--- src/rtl/cache_line_adapter.sv ---
`default_nettype none
// ============================================================================
// Module      : cache_line_adapter
// Description : Bridges a cache datapath to a burst-oriented memory port.
//               Read bursts assemble num_beats narrow beats into a full
//               line register (line_o). Write bursts stream a buffered line
//               out beat by beat, lowest address first.
// Ports       : clk, rst (sync, active-high)
//               cache side : addr_i, read_i, write_i, line_i -> line_o,
//                            resp_o, err_o
//               memory side: mem_addr_o, mem_read_o, mem_write_o,
//                            mem_wdata_o <- mem_rdata_i, mem_resp_i
// Options     : CACHE_LINE_ADAPTER_TIMEOUT_EN - per-beat idle timeout that
//               aborts a stuck burst and pulses err_o with resp_o.
// Revision    : 1.0 - initial release
// ============================================================================
module cache_line_adapter #(
    parameter int s_offset       = 5,
    parameter int s_line         = 8 * 2**s_offset,
    parameter int s_beat         = 64,
    parameter int num_beats      = s_line / s_beat,
    parameter int TIMEOUT_CYCLES = 255
) (
    input  logic              clk,
    input  logic              rst,
    input  logic [31:0]       addr_i,
    input  logic              read_i,
    input  logic              write_i,
    input  logic [s_line-1:0] line_i,
    output logic [s_line-1:0] line_o,
    output logic              resp_o,
    output logic              err_o,
    output logic [31:0]       mem_addr_o,
    output logic              mem_read_o,
    output logic              mem_write_o,
    output logic [s_beat-1:0] mem_wdata_o,
    input  logic [s_beat-1:0] mem_rdata_i,
    input  logic              mem_resp_i
);

    localparam int BEAT_W = (num_beats > 1) ? $clog2(num_beats) : 1;

    typedef enum logic [1:0] {
        IDLE  = 2'd0,
        READ  = 2'd1,
        WRITE = 2'd2,
        DONE  = 2'd3
    } state_t;

    state_t                r_state;
    state_t                w_next;
    logic [31-s_offset:0]  r_addr_hi;
    logic [s_line-1:0]     r_wbuf;
    logic [s_line-1:0]     r_line;
    logic [BEAT_W-1:0]     r_beat;
    logic                  w_last;
    logic                  w_busy;
    logic                  w_timeout;
    logic                  w_unused;

    assign w_last     = (r_beat == BEAT_W'(num_beats - 1));
    assign w_busy     = (r_state == READ) || (r_state == WRITE);
    assign line_o     = r_line;
    assign mem_addr_o = {r_addr_hi, {s_offset{1'b0}}};

    // Byte-offset bits of the request address never reach memory.
    assign w_unused   = ^{addr_i[s_offset-1:0], (TIMEOUT_CYCLES > 0)};

`ifdef CACHE_LINE_ADAPTER_TIMEOUT_EN
    localparam int TMO_W = ($clog2(TIMEOUT_CYCLES + 1) > 8) ?
                           $clog2(TIMEOUT_CYCLES + 1) : 8;

    logic [TMO_W-1:0] r_tmo_cnt;
    logic             r_err;

    // Abort on the cycle the counter would step onto TIMEOUT_CYCLES.
    assign w_timeout = w_busy && !mem_resp_i &&
                       (r_tmo_cnt == TMO_W'(TIMEOUT_CYCLES - 1));

    always_ff @(posedge clk) begin
        if (rst) begin
            r_tmo_cnt <= '0;
            r_err     <= 1'b0;
        end else begin
            // Cleared on every state entry and every accepted beat.
            if ((w_next != r_state) || mem_resp_i) begin
                r_tmo_cnt <= '0;
            end else if (w_busy) begin
                r_tmo_cnt <= r_tmo_cnt + 1'b1;
            end
            if (r_state == IDLE) begin
                r_err <= 1'b0;
            end else if (w_timeout) begin
                r_err <= 1'b1;
            end
        end
    end
`else
    assign w_timeout = 1'b0;
`endif

    // ------------------------------------------------------------------
    // State register
    // ------------------------------------------------------------------
    always_ff @(posedge clk) begin
        if (rst) begin
            r_state <= IDLE;
        end else begin
            r_state <= w_next;
        end
    end

    // ------------------------------------------------------------------
    // Next state and memory-side outputs, decoded from registered state
    // ------------------------------------------------------------------
    always_comb begin
        w_next      = r_state;
        mem_read_o  = 1'b0;
        mem_write_o = 1'b0;
        mem_wdata_o = '0;
        resp_o      = 1'b0;
        err_o       = 1'b0;
        case (r_state)
            IDLE: begin
                if (write_i) begin
                    w_next = WRITE;
                end else if (read_i) begin
                    w_next = READ;
                end
            end
            READ: begin
                mem_read_o = 1'b1;
                if ((mem_resp_i && w_last) || w_timeout) begin
                    w_next = DONE;
                end
            end
            WRITE: begin
                mem_write_o = 1'b1;
                mem_wdata_o = r_wbuf[s_beat*int'(r_beat) +: s_beat];
                if ((mem_resp_i && w_last) || w_timeout) begin
                    w_next = DONE;
                end
            end
            DONE: begin
                resp_o = 1'b1;
`ifdef CACHE_LINE_ADAPTER_TIMEOUT_EN
                err_o  = r_err;
`endif
                w_next = IDLE;
            end
            default: w_next = IDLE;
        endcase
    end

    // ------------------------------------------------------------------
    // Datapath: request capture, beat counter, line assembly
    // ------------------------------------------------------------------
    always_ff @(posedge clk) begin
        if (rst) begin
            r_addr_hi <= '0;
            r_wbuf    <= '0;
            r_line    <= '0;
            r_beat    <= '0;
        end else begin
            case (r_state)
                IDLE: begin
                    if (write_i) begin
                        r_wbuf    <= line_i;
                        r_addr_hi <= addr_i[31:s_offset];
                        r_beat    <= '0;
                    end else if (read_i) begin
                        r_addr_hi <= addr_i[31:s_offset];
                        r_beat    <= '0;
                    end
                end
                READ: begin
                    if (mem_resp_i) begin
                        r_line[s_beat*int'(r_beat) +: s_beat] <= mem_rdata_i;
                        r_beat <= w_last ? '0 : r_beat + 1'b1;
                    end
                end
                WRITE: begin
                    if (mem_resp_i) begin
                        r_beat <= w_last ? '0 : r_beat + 1'b1;
                    end
                end
                default: ;
            endcase
        end
    end

endmodule
`default_nettype wire

--- config.mk ---
export PLATFORM = sky130hd
export DESIGN_NAME = cache_line_adapter
export DESIGN_NICKNAME = d
export VERILOG_FILES = /design/src/rtl/cache_line_adapter.sv
export SDC_FILE = /design/constraint.sdc
export NUM_CORES = 1
export LEC_CHECK = 0
export CAP_MARGIN = 25
export CORE_AREA = 2 2 280 282
export DETAILED_ROUTE_END_ITERATION = 10
export DIE_AREA = 0 0 282 284
export PLACE_DENSITY = 0.47
export SYNTH_ARGS = -nofsm -noshare
export SYNTH_HDL_FRONTEND = slang
export SYNTH_SLANG_ARGS = --single-unit
--- constraint.sdc ---
create_clock -name clk -period 3.4 [get_ports clk]
set_clock_uncertainty 0.1 [all_clocks]
set_input_delay 0.51 -clock clk [delete_from_list [all_inputs] [get_ports clk]]
set_output_delay 0.51 -clock clk [all_outputs]
set_load 0.05 [all_outputs]
Word level (Yosys, flattened, before mapping)
Index checks and enable logic that the tools add are counted.
W data, S select, Z words.
{"block": "word_totals", "register_bits": 543, "elab_cells": 43}
{"block": "op_classes", "mux": 16, "n_addsub": 2, "n_shift": 3, "reduce_logical": 10, "eq_ne": 7}
{"operator": "$bwmux W256", "count": 1}
{"operator": "$shift A64 B33 Y256 const A", "count": 1}
{"operator": "$shiftx A256 B9 Y64", "count": 1}
{"operator": "$shiftx A64 B33 Y256", "count": 1}
{"operator": "$mux W64", "count": 1}
{"operator": "$mux W27", "count": 2}
{"operator": "$neg A8 Y33", "count": 1}
{"operator": "$mux W2", "count": 7}
{"operator": "$reduce_and A2 Y1", "count": 4}
{"operator": "$eq A2 B2 Y1 const B", "count": 3}
{"operator": "$pmux W2 S3", "count": 1}
{"operator": "$ne A2 B1 Y1 const B", "count": 2}
{"operator": "$pmux W2 S2", "count": 1}
{"operator": "$reduce_bool A2 Y1", "count": 2}
{"operator": "$mux W1", "count": 3}
{"operator": "$ne A3 B3 Y1 const B", "count": 1}
{"operator": "$reduce_and A3 Y1", "count": 1}
{"operator": "$add A2 B1 Y2 const B", "count": 1}
{"operator": "$eq A2 B1 Y1 const B", "count": 1}
{"operator": "$logic_not A2 Y1", "count": 1}
{"operator": "$reduce_or A2 Y1", "count": 1}
{"operator": "$logic_and A1 B1 Y1", "count": 1}

Depth between registers and ports, before layout
{"block": "logic_depth", "word_depth": 4, "mapped_depth": 9, "depth_no_buf": 5}

Worst setup path after synthesis
No wires, ideal clock.
{"block": "synth_path", "path_kind": "register -> register", "from": "register r_beat[1]", "to": "register r_line[101] (netlist: line_o[101])", "arrival_ns": 2.540, "required_ns": 3.240, "n_path_buf": 4, "period_less_slack_ns": 2.701, "setup_slack_ns": 0.699, "stages_incl_launch_ff": 10, "path_cell_list": "dfxtp_1 -> clkbuf_1 -> clkbuf_1 -> inv_1 -> ha_1 -> or3b_1 -> buf_2 -> nor3_4 -> buf_6 -> a22o_1"}
{"block": "synth_via", "elab_chain_len": 3, "elab_cells_between_ends": 4, "cone_classes": "1 x add/sub; 2 x shift; 1 x mux"}
{"element": "start: declaration", "line": "55", "text": "logic [BEAT_W-1:0] r_beat;"}
{"element": "start signal: assignment", "line": "179", "text": "r_beat <= w_last ? '0 : r_beat + 1'b1;"}
{"element": "start signal: assignment", "line": "184", "text": "r_beat <= w_last ? '0 : r_beat + 1'b1;"}
{"element": "$neg A8 Y33 *", "line": "178", "text": "r_line[s_beat*int'(r_beat) +: s_beat] <= mem_rdata_i;"}
{"element": "$shiftx A64 B33 Y256 or $shift A64 B33 Y256 (tied branches)", "line": "178"}
{"element": "$bwmux W256 *", "line": "178"}
{"element": "end signal: indexed assignment", "line": "178"}
{"element": "end: declaration", "line": "54", "text": "logic [s_line-1:0] r_line;"}
Mark *: on every way between the ends. The rest lies on a longest branch, timed or not.
A chain may end at the register's enable or synchronous reset.

Worst setup path after layout
{"block": "layout_path", "from": "register r_beat[0]", "to": "output port mem_wdata_o[38]"}
{"block": "layout_via", "elab_chain_len": 2}
{"element": "$shiftx A256 B9 Y64", "line": "139", "text": "mem_wdata_o = r_wbuf[s_beat*int'(r_beat) +: s_beat];"}
{"element": "$mux W64", "line": "123", "text": "case (r_state)"}
{"element": "end: declaration", "line": "36", "text": "output logic [s_beat-1:0] mem_wdata_o,"}
Every way passes these cells.

==> impl_results.md <==
* Outcome: completed
* Slew @ Worst Pin at 1.10 ns
* Lkg Pwr at 10.9 nW
* GRT overflow at 0
* Critical Path AT at 2.67 ns
* Synth top area cells: dfxtp_1, nand2_1, a21oi_1
* Critical Path End Type: output port
* Place WS at 0.509 ns
* Final worst path period need at 3.28 ns
* CTS tree: done
* Critical path fanouts, max at 11
* Clk sink count at 543
* Crit start category: flop
* Die Y at 284 µm
* Max_cap viols at 0
* Pins Over Slew Limit at 0
* Fmax at 0.305 GHz
* DR WL/cell at 20.8 µm
* Number of synthesized flops with an enable pin at 0
* Core area at 77000 µm²
* GP Congestion at 0.806
* Worst skew pair latency at 0.62 ns
* IO Pins at 713
* Power Density at 644 nW/µm²
* Final Hold Vio Count at 0
* Drt first-iter violations at 1073
* Hold depth at 2
* Critical path type: flop to output port
* Synth Flop Type: dfxtp_1
* Top-count cell post-synth: nand2_1
* CTS Buf Count at 60
* HPWL after detailed placement at 56800 µm
* Share of the synthesized area in the top cell type at 53.9%
* Largest area contributor in the netlist: dfxtp_1
* Setup tns final at 0 ns
* Mapped Cells at 2153
* Drt pass-1 iters at 5
* Final period utilization at 96.5%
* Seq/Total Area, Yosys at 53.9%
* Top cells by count, synth: nand2_1, dfxtp_1, a21oi_1
* Worst-path cell chain: buf_12 > mux4_2 > and2_1 > clkdlybuf4s50_1
* Syn Std Cell Area at 20200 µm²
* Endpoints failing setup at 0
* Relative slew margins at 26.5%
* Worst Slack Setup Final at 0.119 ns
* Die width at 282 µm
* Unique masters post-synth at 36
* Detail Route Antenna Nets at 0
* # port buffers at 701
* Root buffer cell: clkbuf_16
* Synthesized area per cell at 9.37 µm²
* Fraction of layout cells with a size suffix above 1 at 9.09%
* Area grow syn2layout at 49.9%
* Required @ worst endpoint at 2.79 ns
* #FFs+latches synth at 543
* DRT Wirelength at 80600 µm
* Residual DRC at 0
* Total die area at 80100 µm²
* Yosys warnings at 0
* Initial Util at 26.2%
* Crit-path max cell delay at 0.70 ns
* Largest net degree at the start of global routing at 191
* RSZ-0062 raised after global routing: false
* Vias in the first global route at 18500
* Cell Rows at 102
* Routed vias at 18300
* Nets at 3138
* Peak VDD IR at 0.000420 V
* Total GRT Usage at 19.5%
* FF-to-FF path depth at 6
* Clock Path Buffers at 3
* Clock-pin slew on the worst setup and hold paths at 0.06 ns
* FFs w/ async S/R, synth at 0%
* First-pass GRT wire length at 120000 µm
* Initial antenna violation count at 34
* Min-delay worst type: input port to flop
* Critical path's slowest cell: clkdlybuf4s50_1
* Via-to-Cell Ratio at 4.72
* Final Core Density at 39.3%
* Htree depth at 2
==> critical path, delay by kind of cell, from the launching register on <==
family	cells	cell delay, ns
flops	1	0.46
simple gates	1	0.18
mux	1	0.50
buf+inv	2	0.89
==> layout by cell type, fill, tap and decap left out, types with 2 or more instances in the layout <==
cell type,instances
nor3_4,2
clkinv_2,9
diode_2,12
buf_4,65
clkbuf_16,62
clkbuf_8,9
nand2b_1,4
ha_1,9
a32o_1,64
buf_12,20
and2_1,64
dfxtp_1,541
nand2_1,633
a21oi_1,349
bufinv_16,5
a22o_1,128
dfxtp_4,2
nor2_1,3
clkdlybuf4s50_1,656
inv_1,4
o21ai_0,3
nand3_4,2
a31oi_4,2
mux4_2,64
dlygate4sd2_1,2
nand3_1,64
or4_1,2
conb_1,6
clkbuf_1,18
clkinv_4,2
==> power by group <==
part | internal [mW] | switching, mW | total (mW) | leakage [nW]
clock network | 3.90 | 2.68 | 6.58 | 0.976
logic | 2.08 | 3.34 | 5.42 | 5.47
registers | 7.08 | 0.403 | 7.48 | 4.42
==> final cells by class <==
| type | instances | area, µm² |
|---|---|---|
| timing repair buffer | 745 | 7500 |
| clock buffer | 89 | 1740 |
| inverter | 5 | 18.8 |
| multi-input combinational | 1416 | 8530 |
| fill | 7785 | 46700 |
| clock inverter | 18 | 238 |
| tap | 1040 | 1300 |
| antenna | 12 | 30.0 |
| sequential | 543 | 10900 |
==> cell families (layout without fill, tap and decap cells) <==
group,Yosys count,in the layout,share of synthesized area [%]
adders and majority gates,10,10,0.621
muxes,65,65,7.20
buffers and inverters,199,857,4.32
AOI/OAI and AO/OA,552,552,17.8
and+or+nand+nor,783,783,16.2
DFF,543,543,53.9
other,1,18,0.0186
==> stage by stage <==
stage / area [µm²] / std cells / hold WS [ns] / total power [mW]
final: 30200 / 3868 / 0.0875 / 19.5
after global routing: 30200 / 3860 / 0.0684 / 20.5
after CTS: 30200 / 3856 / 0.0447 / 19.8
after floorplan: 20200 / 2158 / 0.333 / 10.9
after global placement: 28200 / 3746 / 0.338 / 13.0
after detailed placement: 28200 / 3746 / 0.343 / 13.1
==> sequential cells by signal (all words and copies together), names as in the netlist <==
name	count
r_state	2
r_wbuf	256
r_beat	2
r_addr_hi	27
line_o	256
==> repair_timing <==
action,4_1_cts,5_1_grt
hold buffers,0,0
hold endpoints to repair,0,0
setup endpoints to repair,40,9
setup buffers,3,0
pin swaps,0,0
resized for setup,2,1
==> path summary, 6_finish.rpt <==
path                                               start  slack, ns                  endpoint
worst min-delay path                                 rst       0.09  line_o[158]$_SDFFE_PP0P_
worst max-delay path              r_beat[0]$_SDFFE_PP0P_       0.12           mem_wdata_o[38]
worst max register to register    r_beat[1]$_SDFFE_PP0P_       0.75  line_o[138]$_SDFFE_PP0P_
worst min register to register  line_o[154]$_SDFFE_PP0P_       0.35  line_o[154]$_SDFFE_PP0P_
==> layer usage <==
metal | share of wire, % | track usage [%]
met1 | 40 | 22.5
met2 | 48 | 33.3
met3 | 9.9 | 7.88
met4 | 1.8 | 4.59
met5 | 0.33 | 0
Power figures use the tool's default switching activity.
